--- src/rtl/apb_rr_master_pkg.sv ---
// Shared widths and FSM state encodings for the round-robin APB master.
package apb_rr_master_pkg;

  localparam int APB_ADDR_W = 3;
  localparam int APB_DATA_W = 16;

  typedef logic [1:0] apb_state_e;
  localparam apb_state_e IDLE   = 2'd0;
  localparam apb_state_e SETUP  = 2'd1;
  localparam apb_state_e ACCESS = 2'd2;

endpackage

--- src/rtl/apb_rr_master_if.sv ---
// APB bus between the round-robin master and the register slave, with protocol checks.
interface apb_rr_master_if
  import apb_rr_master_pkg::*;
(
  input logic pclk,
  input logic preset_n
);

  logic [APB_ADDR_W-1:0] paddr;
  logic                  psel;
  logic                  penable;
  logic                  pwrite;
  logic [APB_DATA_W-1:0] pwdata;
  logic                  pready;
  logic [APB_DATA_W-1:0] prdata;

  modport master (output paddr, psel, penable, pwrite, pwdata, input pready, prdata);
  modport slave  (input paddr, psel, penable, pwrite, pwdata, output pready, prdata);

  a_enable_has_sel: assert property (@(posedge pclk) disable iff (!preset_n)
    penable |-> psel);

  a_setup_to_access: assert property (@(posedge pclk) disable iff (!preset_n)
    ($past(psel) && !$past(penable)) |->
      (psel && penable && paddr == $past(paddr) && pwrite == $past(pwrite)
       && pwdata == $past(pwdata)));

  // A wait state may only be left by completing or aborting (psel drops).
  a_wait_stable: assert property (@(posedge pclk) disable iff (!preset_n)
    $past(psel && penable && !pready) |->
      (!psel || (penable && paddr == $past(paddr) && pwrite == $past(pwrite)
                 && pwdata == $past(pwdata))));

endinterface

--- src/rtl/apb_rr_master_rr_arbiter.sv ---
// Combinational round-robin picker: first eligible requester at or after ptr.
module apb_rr_master_rr_arbiter #(
  parameter  int N  = 2,
  localparam int IW = (N > 1) ? $clog2(N) : 1
) (
  input  logic [N-1:0]  req,
  input  logic [N-1:0]  mask,
  input  logic [IW-1:0] ptr,
  output logic [N-1:0]  grant,
  output logic [IW-1:0] grant_idx,
  output logic          any
);

  logic [N-1:0]  eligible;
  logic [IW-1:0] idx;

  assign eligible = req & ~mask;

  always_comb begin
    grant     = '0;
    grant_idx = '0;
    any       = 1'b0;
    idx       = '0;
    for (int unsigned i = 0; i < N; i++) begin
      idx = IW'((32'(ptr) + i) % 32'(N));
      if (!any && eligible[idx]) begin
        any        = 1'b1;
        grant[idx] = 1'b1;
        grant_idx  = idx;
      end
    end
  end

endmodule

--- src/rtl/apb_rr_master.sv ---
// Round-robin APB master sharing one register slave between N_REQ requesters.
module apb_rr_master
  import apb_rr_master_pkg::*;
#(
  parameter int N_REQ   = 2,
  parameter int TIMEOUT = 64
) (
  input  logic                        pclk,
  input  logic                        preset_n,
  input  logic [N_REQ-1:0]            req_valid,
  input  logic [N_REQ-1:0]            req_write,
  input  logic [N_REQ*APB_ADDR_W-1:0] req_addr,
  input  logic [N_REQ*APB_DATA_W-1:0] req_wdata,
  output logic [N_REQ-1:0]            req_ack,
  output logic                        req_err,
  output logic [APB_DATA_W-1:0]       req_rdata,
  apb_rr_master_if.master             apb
);

  localparam int IW = (N_REQ > 1) ? $clog2(N_REQ) : 1;
  localparam int CW = (TIMEOUT > 0) ? $clog2(TIMEOUT + 1) : 1;
  localparam logic [CW-1:0] WAIT_LAST = (TIMEOUT > 0) ? CW'(TIMEOUT - 1) : '0;

  apb_state_e            state;
  logic [N_REQ-1:0]      grant_q;
  logic [N_REQ-1:0]      mask;
  logic [N_REQ-1:0]      arb_grant;
  logic [IW-1:0]         ptr;
  logic [IW-1:0]         arb_idx;
  logic                  arb_any;
  logic [CW-1:0]         wait_cnt;
  logic                  done;
  logic                  timeout_hit;
  logic                  launch;
  logic [APB_ADDR_W-1:0] sel_addr;
  logic                  sel_write;
  logic [APB_DATA_W-1:0] sel_wdata;

  assign done        = (state == ACCESS) && apb.pready;
  assign timeout_hit = (TIMEOUT != 0) && (state == ACCESS) && !apb.pready
                       && (wait_cnt == WAIT_LAST);
  assign mask        = (state == ACCESS) ? grant_q : '0;
  assign launch      = arb_any && ((state == IDLE) || done);

  assign req_ack   = (done || timeout_hit) ? grant_q : '0;
  assign req_err   = timeout_hit;
  assign req_rdata = done ? apb.prdata : '0;

  apb_rr_master_rr_arbiter #(.N(N_REQ)) u_arb (
    .req       (req_valid),
    .mask      (mask),
    .ptr       (ptr),
    .grant     (arb_grant),
    .grant_idx (arb_idx),
    .any       (arb_any)
  );

  always_comb begin
    sel_addr  = '0;
    sel_write = 1'b0;
    sel_wdata = '0;
    for (int unsigned i = 0; i < N_REQ; i++) begin
      if (arb_grant[i]) begin
        sel_addr  = req_addr[i*APB_ADDR_W +: APB_ADDR_W];
        sel_write = req_write[i];
        sel_wdata = req_wdata[i*APB_DATA_W +: APB_DATA_W];
      end
    end
  end

  // Completion and a fresh grant share one edge, so back-to-back transfers keep psel high.
  always_ff @(posedge pclk or negedge preset_n) begin
    if (!preset_n) begin
      state       <= IDLE;
      grant_q     <= '0;
      ptr         <= '0;
      wait_cnt    <= '0;
      apb.psel    <= 1'b0;
      apb.penable <= 1'b0;
      apb.paddr   <= '0;
      apb.pwrite  <= 1'b0;
      apb.pwdata  <= '0;
    end else if (launch) begin
      state       <= SETUP;
      grant_q     <= arb_grant;
      ptr         <= (arb_idx == IW'(N_REQ - 1)) ? '0 : arb_idx + 1'b1;
      wait_cnt    <= '0;
      apb.psel    <= 1'b1;
      apb.penable <= 1'b0;
      apb.paddr   <= sel_addr;
      apb.pwrite  <= sel_write;
      apb.pwdata  <= sel_write ? sel_wdata : '0;
    end else begin
      case (state)
        IDLE: ;
        SETUP: begin
          state       <= ACCESS;
          apb.penable <= 1'b1;
        end
        ACCESS: begin
          if (done || timeout_hit) begin
            state       <= IDLE;
            apb.psel    <= 1'b0;
            apb.penable <= 1'b0;
          end else begin
            wait_cnt <= wait_cnt + 1'b1;
          end
        end
        default: begin
          state       <= IDLE;
          apb.psel    <= 1'b0;
          apb.penable <= 1'b0;
        end
      endcase
    end
  end

endmodule

--- src/flat_wrapper.sv ---
// flat-port wrapper written by rule: the top's interface ports become plain ports
module apb_rr_master_flat import apb_rr_master_pkg::*;
#(
  parameter int N_REQ   = 2,
  parameter int TIMEOUT = 64
)
  (pclk, preset_n, req_valid, req_write, req_addr, req_wdata, req_ack, req_err, req_rdata, apb_paddr, apb_psel, apb_penable, apb_pwrite, apb_pwdata, apb_pready, apb_prdata);
  apb_rr_master_if apb_i (.pclk(pclk), .preset_n(preset_n));
  input  logic pclk;
  input  logic preset_n;
  input  logic [N_REQ-1:0] req_valid;
  input  logic [N_REQ-1:0] req_write;
  input  logic [N_REQ*APB_ADDR_W-1:0] req_addr;
  input  logic [N_REQ*APB_DATA_W-1:0] req_wdata;
  output logic [N_REQ-1:0] req_ack;
  output logic req_err;
  output logic [APB_DATA_W-1:0] req_rdata;
  output wire logic [$bits(apb_i.paddr)-1:0] apb_paddr;
  output wire logic [$bits(apb_i.psel)-1:0] apb_psel;
  output wire logic [$bits(apb_i.penable)-1:0] apb_penable;
  output wire logic [$bits(apb_i.pwrite)-1:0] apb_pwrite;
  output wire logic [$bits(apb_i.pwdata)-1:0] apb_pwdata;
  input wire logic [$bits(apb_i.pready)-1:0] apb_pready;
  input wire logic [$bits(apb_i.prdata)-1:0] apb_prdata;
  assign apb_paddr = apb_i.paddr;
  assign apb_psel = apb_i.psel;
  assign apb_penable = apb_i.penable;
  assign apb_pwrite = apb_i.pwrite;
  assign apb_pwdata = apb_i.pwdata;
  assign apb_i.pready = apb_pready;
  assign apb_i.prdata = apb_prdata;
  apb_rr_master #(.N_REQ(N_REQ), .TIMEOUT(TIMEOUT)) u_core (.pclk(pclk), .preset_n(preset_n), .req_valid(req_valid), .req_write(req_write), .req_addr(req_addr), .req_wdata(req_wdata), .req_ack(req_ack), .req_err(req_err), .req_rdata(req_rdata), .apb(apb_i));
endmodule
--- config.mk ---
export PLATFORM = sky130hd
export DESIGN_NAME = apb_rr_master_flat
export DESIGN_NICKNAME = d
export VERILOG_FILES = /design/src/rtl/apb_rr_master_pkg.sv /design/src/rtl/apb_rr_master_if.sv /design/src/rtl/apb_rr_master_rr_arbiter.sv /design/src/rtl/apb_rr_master.sv /design/src/flat_wrapper.sv
export SDC_FILE = /design/constraint.sdc
export NUM_CORES = 1
export LEC_CHECK = 0
export BUFFER_PORTS_ARGS = -buffer_cell sky130_fd_sc_hd__buf_2
export CAP_MARGIN = 25
export CORE_MARGIN = 2
export CORE_UTILIZATION = 45
export CTS_CLUSTER_DIAMETER = 200
export DETAILED_ROUTE_END_ITERATION = 7
export GPL_ROUTABILITY_DRIVEN = 0
export GPL_TIMING_DRIVEN = 0
export PLACE_DENSITY = 0.81
export SLEW_MARGIN = 20
export SYNTH_ARGS = -nofsm -noshare
export SYNTH_HDL_FRONTEND = slang
export SYNTH_SLANG_ARGS = --single-unit
--- constraint.sdc ---
create_clock -name pclk -period 3.9 [get_ports pclk]
set_clock_uncertainty 0.15 [all_clocks]
set_input_delay 0.585 -clock pclk [delete_from_list [all_inputs] [get_ports pclk]]
set_output_delay 0.585 -clock pclk [all_outputs]
set_load 0.03 [all_outputs]
==> metrics.txt <==
# TYPE chip_impl_metric gauge
chip_impl_info{name="outcome",value="completed"} 1
chip_impl_metric{name="worst_skew_pair.late_latency",unit="ns"} 0.28
chip_impl_info{name="ys_top_cells_by_area",value="dfrtp_1 (48%), a22o_1 (16%), and2_1 (6.2%)"} 1
chip_impl_metric{name="cp_data_required_time",unit="ns"} 3.16
chip_impl_metric{name="drt_wl_total",unit="mm"} 4.18
chip_impl_metric{name="report.final.hold_viol_count",unit=""} 0
chip_impl_metric{name="yosys.cell_types.count",unit=""} 35
chip_impl_info{name="path_class",value="flop to primary output"} 1
chip_impl_metric{name="routed-via-count",unit=""} 1654
chip_impl_metric{name="timing_limited_maximum_frequency",unit="MHz"} 412
chip_impl_info{name="synthDominantAreaCellType",value="dfrtp_1"} 1
chip_impl_metric{name="overall_fraction_of_global_route_tracks_in_use",unit="%"} 19.8
chip_impl_metric{name="ir_worst_vdd",unit="mV"} 0.390
chip_impl_metric{name="critPathArrivalTime",unit="ns"} 1.69
chip_impl_metric{name="leakage",unit="nW"} 1.31
chip_impl_metric{name="synthesis.nets",unit=""} 223
chip_impl_metric{name="post-route-min-period",unit="ns"} 2.43
chip_impl_metric{name="finalSetupTns",unit="ns"} 0
chip_impl_metric{name="portBuffers",unit=""} 101
chip_impl_metric{name="coreArea",unit="µm²"} 3660
chip_impl_metric{name="grt_overflow",unit=""} 0
chip_impl_metric{name="global_route.usage.met2",unit="%"} 33.0
chip_impl_metric{name="syn2layout_area_growth",unit="%"} 37.5
chip_impl_info{name="kind_of_start_point_of_the_critical_path",value="flop"} 1
chip_impl_metric{name="power_per_cell_area",unit="nW/µm²"} 728
chip_impl_metric{name="postSynthAreaPerCell",unit="µm²"} 10.6
chip_impl_metric{name="grtUsageMet1",unit="%"} 24.4
chip_impl_metric{name="longest_clk_path_bufs",unit=""} 2
chip_impl_metric{name="cts_resized",unit=""} 0
chip_impl_metric{name="synthArstFlopShare",unit="%"} 100
chip_impl_metric{name="grt_max_degree",unit=""} 34
chip_impl_metric{name="rows",unit=""} 22
chip_impl_metric{name="placed_wire_length_estimate",unit="mm"} 3.22
chip_impl_metric{name="fp.dieH",unit="µm"} 65.6
chip_impl_info{name="tritoncts",value="yes"} 1
chip_impl_metric{name="timing.max_slew.rel_slack",unit="%"} 53.0
chip_impl_metric{name="cts_buffers",unit=""} 5
chip_impl_metric{name="post-route-period-util",unit="%"} 62.2
chip_impl_info{name="grt_setup_unrepaired",value="false"} 1
chip_impl_metric{name="yosys.area.top_type_share",unit="%"} 48.4
chip_impl_metric{name="synth.yosys.seq_area_share",unit="%"} 48.4
chip_impl_info{name="top_usage_layer",value="met2"} 1
chip_impl_metric{name="routed_wire_length_per_instance",unit="µm"} 13.2
chip_impl_metric{name="layout-drive-gt1-share",unit="%"} 43.3
chip_impl_metric{name="postSynthRegisterBits",unit=""} 33
chip_impl_metric{name="ctsHoldBuffers",unit=""} 0
chip_impl_metric{name="fp.dieArea",unit="µm²"} 4300
chip_impl_metric{name="grt_antenna_before_repair",unit=""} 0
chip_impl_metric{name="first_pass_grt_wire_length",unit="mm"} 6.49
chip_impl_metric{name="grt_pass1_vias",unit=""} 1481
chip_impl_info{name="critical_path.endpoint_type",value="primary output"} 1
chip_impl_metric{name="drcViolationCount",unit=""} 0
chip_impl_info{name="worstHoldPathType",value="input pin to async pin"} 1
chip_impl_info{name="synth_top_cells_by_count",value="dfrtp_1 (33), a22o_1 (32), and2_1 (17)"} 1
chip_impl_metric{name="netlist_instances",unit=""} 161
chip_impl_metric{name="report.final.setup_viol",unit=""} 0
chip_impl_metric{name="finish.net_count",unit=""} 331
chip_impl_metric{name="cts_max_level",unit=""} 2
chip_impl_metric{name="n_antenna_cell",unit=""} 0
chip_impl_info{name="synth_flop_cell",value="dfrtp_1"} 1
chip_impl_metric{name="total_iterations_of_the_first_detailed_routing_run",unit=""} 4
chip_impl_metric{name="drt_first_iter_violations",unit=""} 88
chip_impl_metric{name="max_slew.worst_pin.slew",unit="ns"} 0.706
chip_impl_metric{name="yosys_warnings",unit=""} 0
chip_impl_metric{name="holdWs",unit="ns"} 0.206
chip_impl_metric{name="dieWidth",unit="µm"} 65.6
chip_impl_info{name="most_used_standard_cell_by_instance_count_after_synthesis",value="dfrtp_1"} 1
chip_impl_metric{name="io_pins",unit=""} 102
chip_impl_metric{name="cp_max_fo",unit=""} 10
chip_impl_metric{name="vias_per_cell",unit=""} 5.23
chip_impl_metric{name="clock_sinks",unit=""} 33
chip_impl_metric{name="max_cap_violations",unit=""} 0
chip_impl_metric{name="cts.clk_slew.worst_paths",unit="ns"} 0.07
chip_impl_metric{name="postCtsSetupRepairBufs",unit=""} 0
chip_impl_metric{name="grt.met3_usage",unit="%"} 6.51
chip_impl_info{name="cts_root_buffer",value="clkbuf_8"} 1
chip_impl_metric{name="drv_slew",unit=""} 0
chip_impl_metric{name="number_of_flops_mapped_to_enable_cells_by_yosys",unit=""} 0
chip_impl_metric{name="ant_nets",unit=""} 0
chip_impl_metric{name="initial_core_util",unit="%"} 46.6
chip_impl_metric{name="syn_std_cell_area",unit="µm²"} 1710
-- final timing paths --
kind	from	endpoint	slack [ns]	depth (start not counted)
worst min-delay path	preset_n	u_core.apb.pwdata[12]	0.21	1
worst max register to register	u_core.state[0]	u_core.apb.pwdata[5]	1.77	5
max in group asynchronous	preset_n	u_core.wait_cnt[0]	2.94	1
min in group pclk	u_core.apb.pwrite	u_core.apb.pwrite	0.32	1
worst min register to register	u_core.apb.pwrite	u_core.apb.pwrite	0.32	1
worst max-delay path	u_core.state[0]	req_rdata[3]	1.47	5
-- power breakdown --
group	switching [mW]	internal [mW]
clock network	0.113	0.117
logic	0.578	0.326
registers	0.0883	0.484
total	0.780	0.927
-- logic make-up after synthesis --
logic type,synth area share [%]
mux,0.660
xor+xnor,1.54
flops,48.4
compound gates,29.0
simple gates,14.4
fa+ha+maj,0.733
buf+inv,5.28
-- worst max-delay path, cell delays in order, from the launching register on --
cell	delay [ns]
dfrtp_1	0.44
inv_1	0.11
and3_1	0.25
clkbuf_1	0.26
and2_1	0.16
buf_2	0.19
-- per-layer routing --
metal / part of all wire [%] / vias to the layer above / wire length (µm)
met2: 47 / 87 / 1960
met5: 0 / - / 0
met4: 0.53 / 0 / 22
met3: 9.2 / 2 / 385
li1: - / 811 / -
met1: 43 / 754 / 1810
-- cell type report --
cell class / instances / area (µm²)
Fill cell: 338 / 1320
Sequential cell: 33 / 826
Multi-Input combinational cell: 110 / 791
Timing Repair Buffer: 101 / 505
Clock buffer: 5 / 68.8
Buffer: 10 / 60.1
Tap cell: 48 / 60.1
Inverter: 8 / 30.0
Clock inverter: 1 / 5.00
-- cells in the final DEF, fill, tap and decap left out --
master / Yosys / routed
buf_2: 3 / 104
dfrtp_1: 33 / 33
a22o_1: 32 / 32
and2_1: 17 / 17
o211ai_1: 8 / 8
inv_1: 7 / 7
nand2_1: 7 / 7
o21ai_0: 7 / 7
nor2_1: 6 / 6
clkbuf_8: 0 / 5
clkbuf_1: 4 / 4
and3_1: 3 / 3
a21o_1: 3 / 3
nand3_1: 3 / 3
xor2_1: 3 / 3
nand2b_1: 2 / 2
a2bb2oi_1: 2 / 2
a21oi_1: 2 / 2
buf_6: 2 / 2
buf_4: 1 / 1
nand4_1: 1 / 1
nor3b_1: 1 / 1
and3b_1: 1 / 1
nand3b_1: 1 / 1
a311oi_1: 1 / 1
o311a_4: 1 / 1
a211oi_1: 1 / 1
a32o_1: 1 / 1
o21ai_1: 1 / 1
inv_2: 1 / 1
mux2_2: 1 / 1
and4_1: 1 / 1
or3_1: 1 / 1
o22ai_1: 1 / 1
o211a_1: 1 / 1
ha_1: 1 / 1
clkinv_2: 0 / 1
-- per-stage QoR --
step / total power, mW / setup WS, ns / area [µm²] / instances / utilization (%)
3_5_place_dp: 1.49 / 1.57 / 2270 / 310 / 62.1
4_1_cts: 1.72 / 1.44 / 2350 / 316 / 64.1
5_1_grt: 1.82 / 1.32 / 2350 / 316 / 64.1
3_3_place_gp: 1.47 / 1.64 / 2270 / 310 / 62.1
2_1_floorplan: 1.22 / 1.73 / 1710 / 161 / -
6_report: 1.71 / 1.47 / 2350 / 316 / 64.1
-- flip-flops by register name, summed over array words and instances (netlist names), named ones only --
signal,flops
u_core.apb.penable,1
u_core.wait_cnt,7
u_core.apb.pwrite,1
u_core.state,1
u_core.apb.pwdata,16
u_core.apb.psel,1
u_core.grant_q,2
u_core.apb.paddr,3
Power figures use the tool's default switching activity.
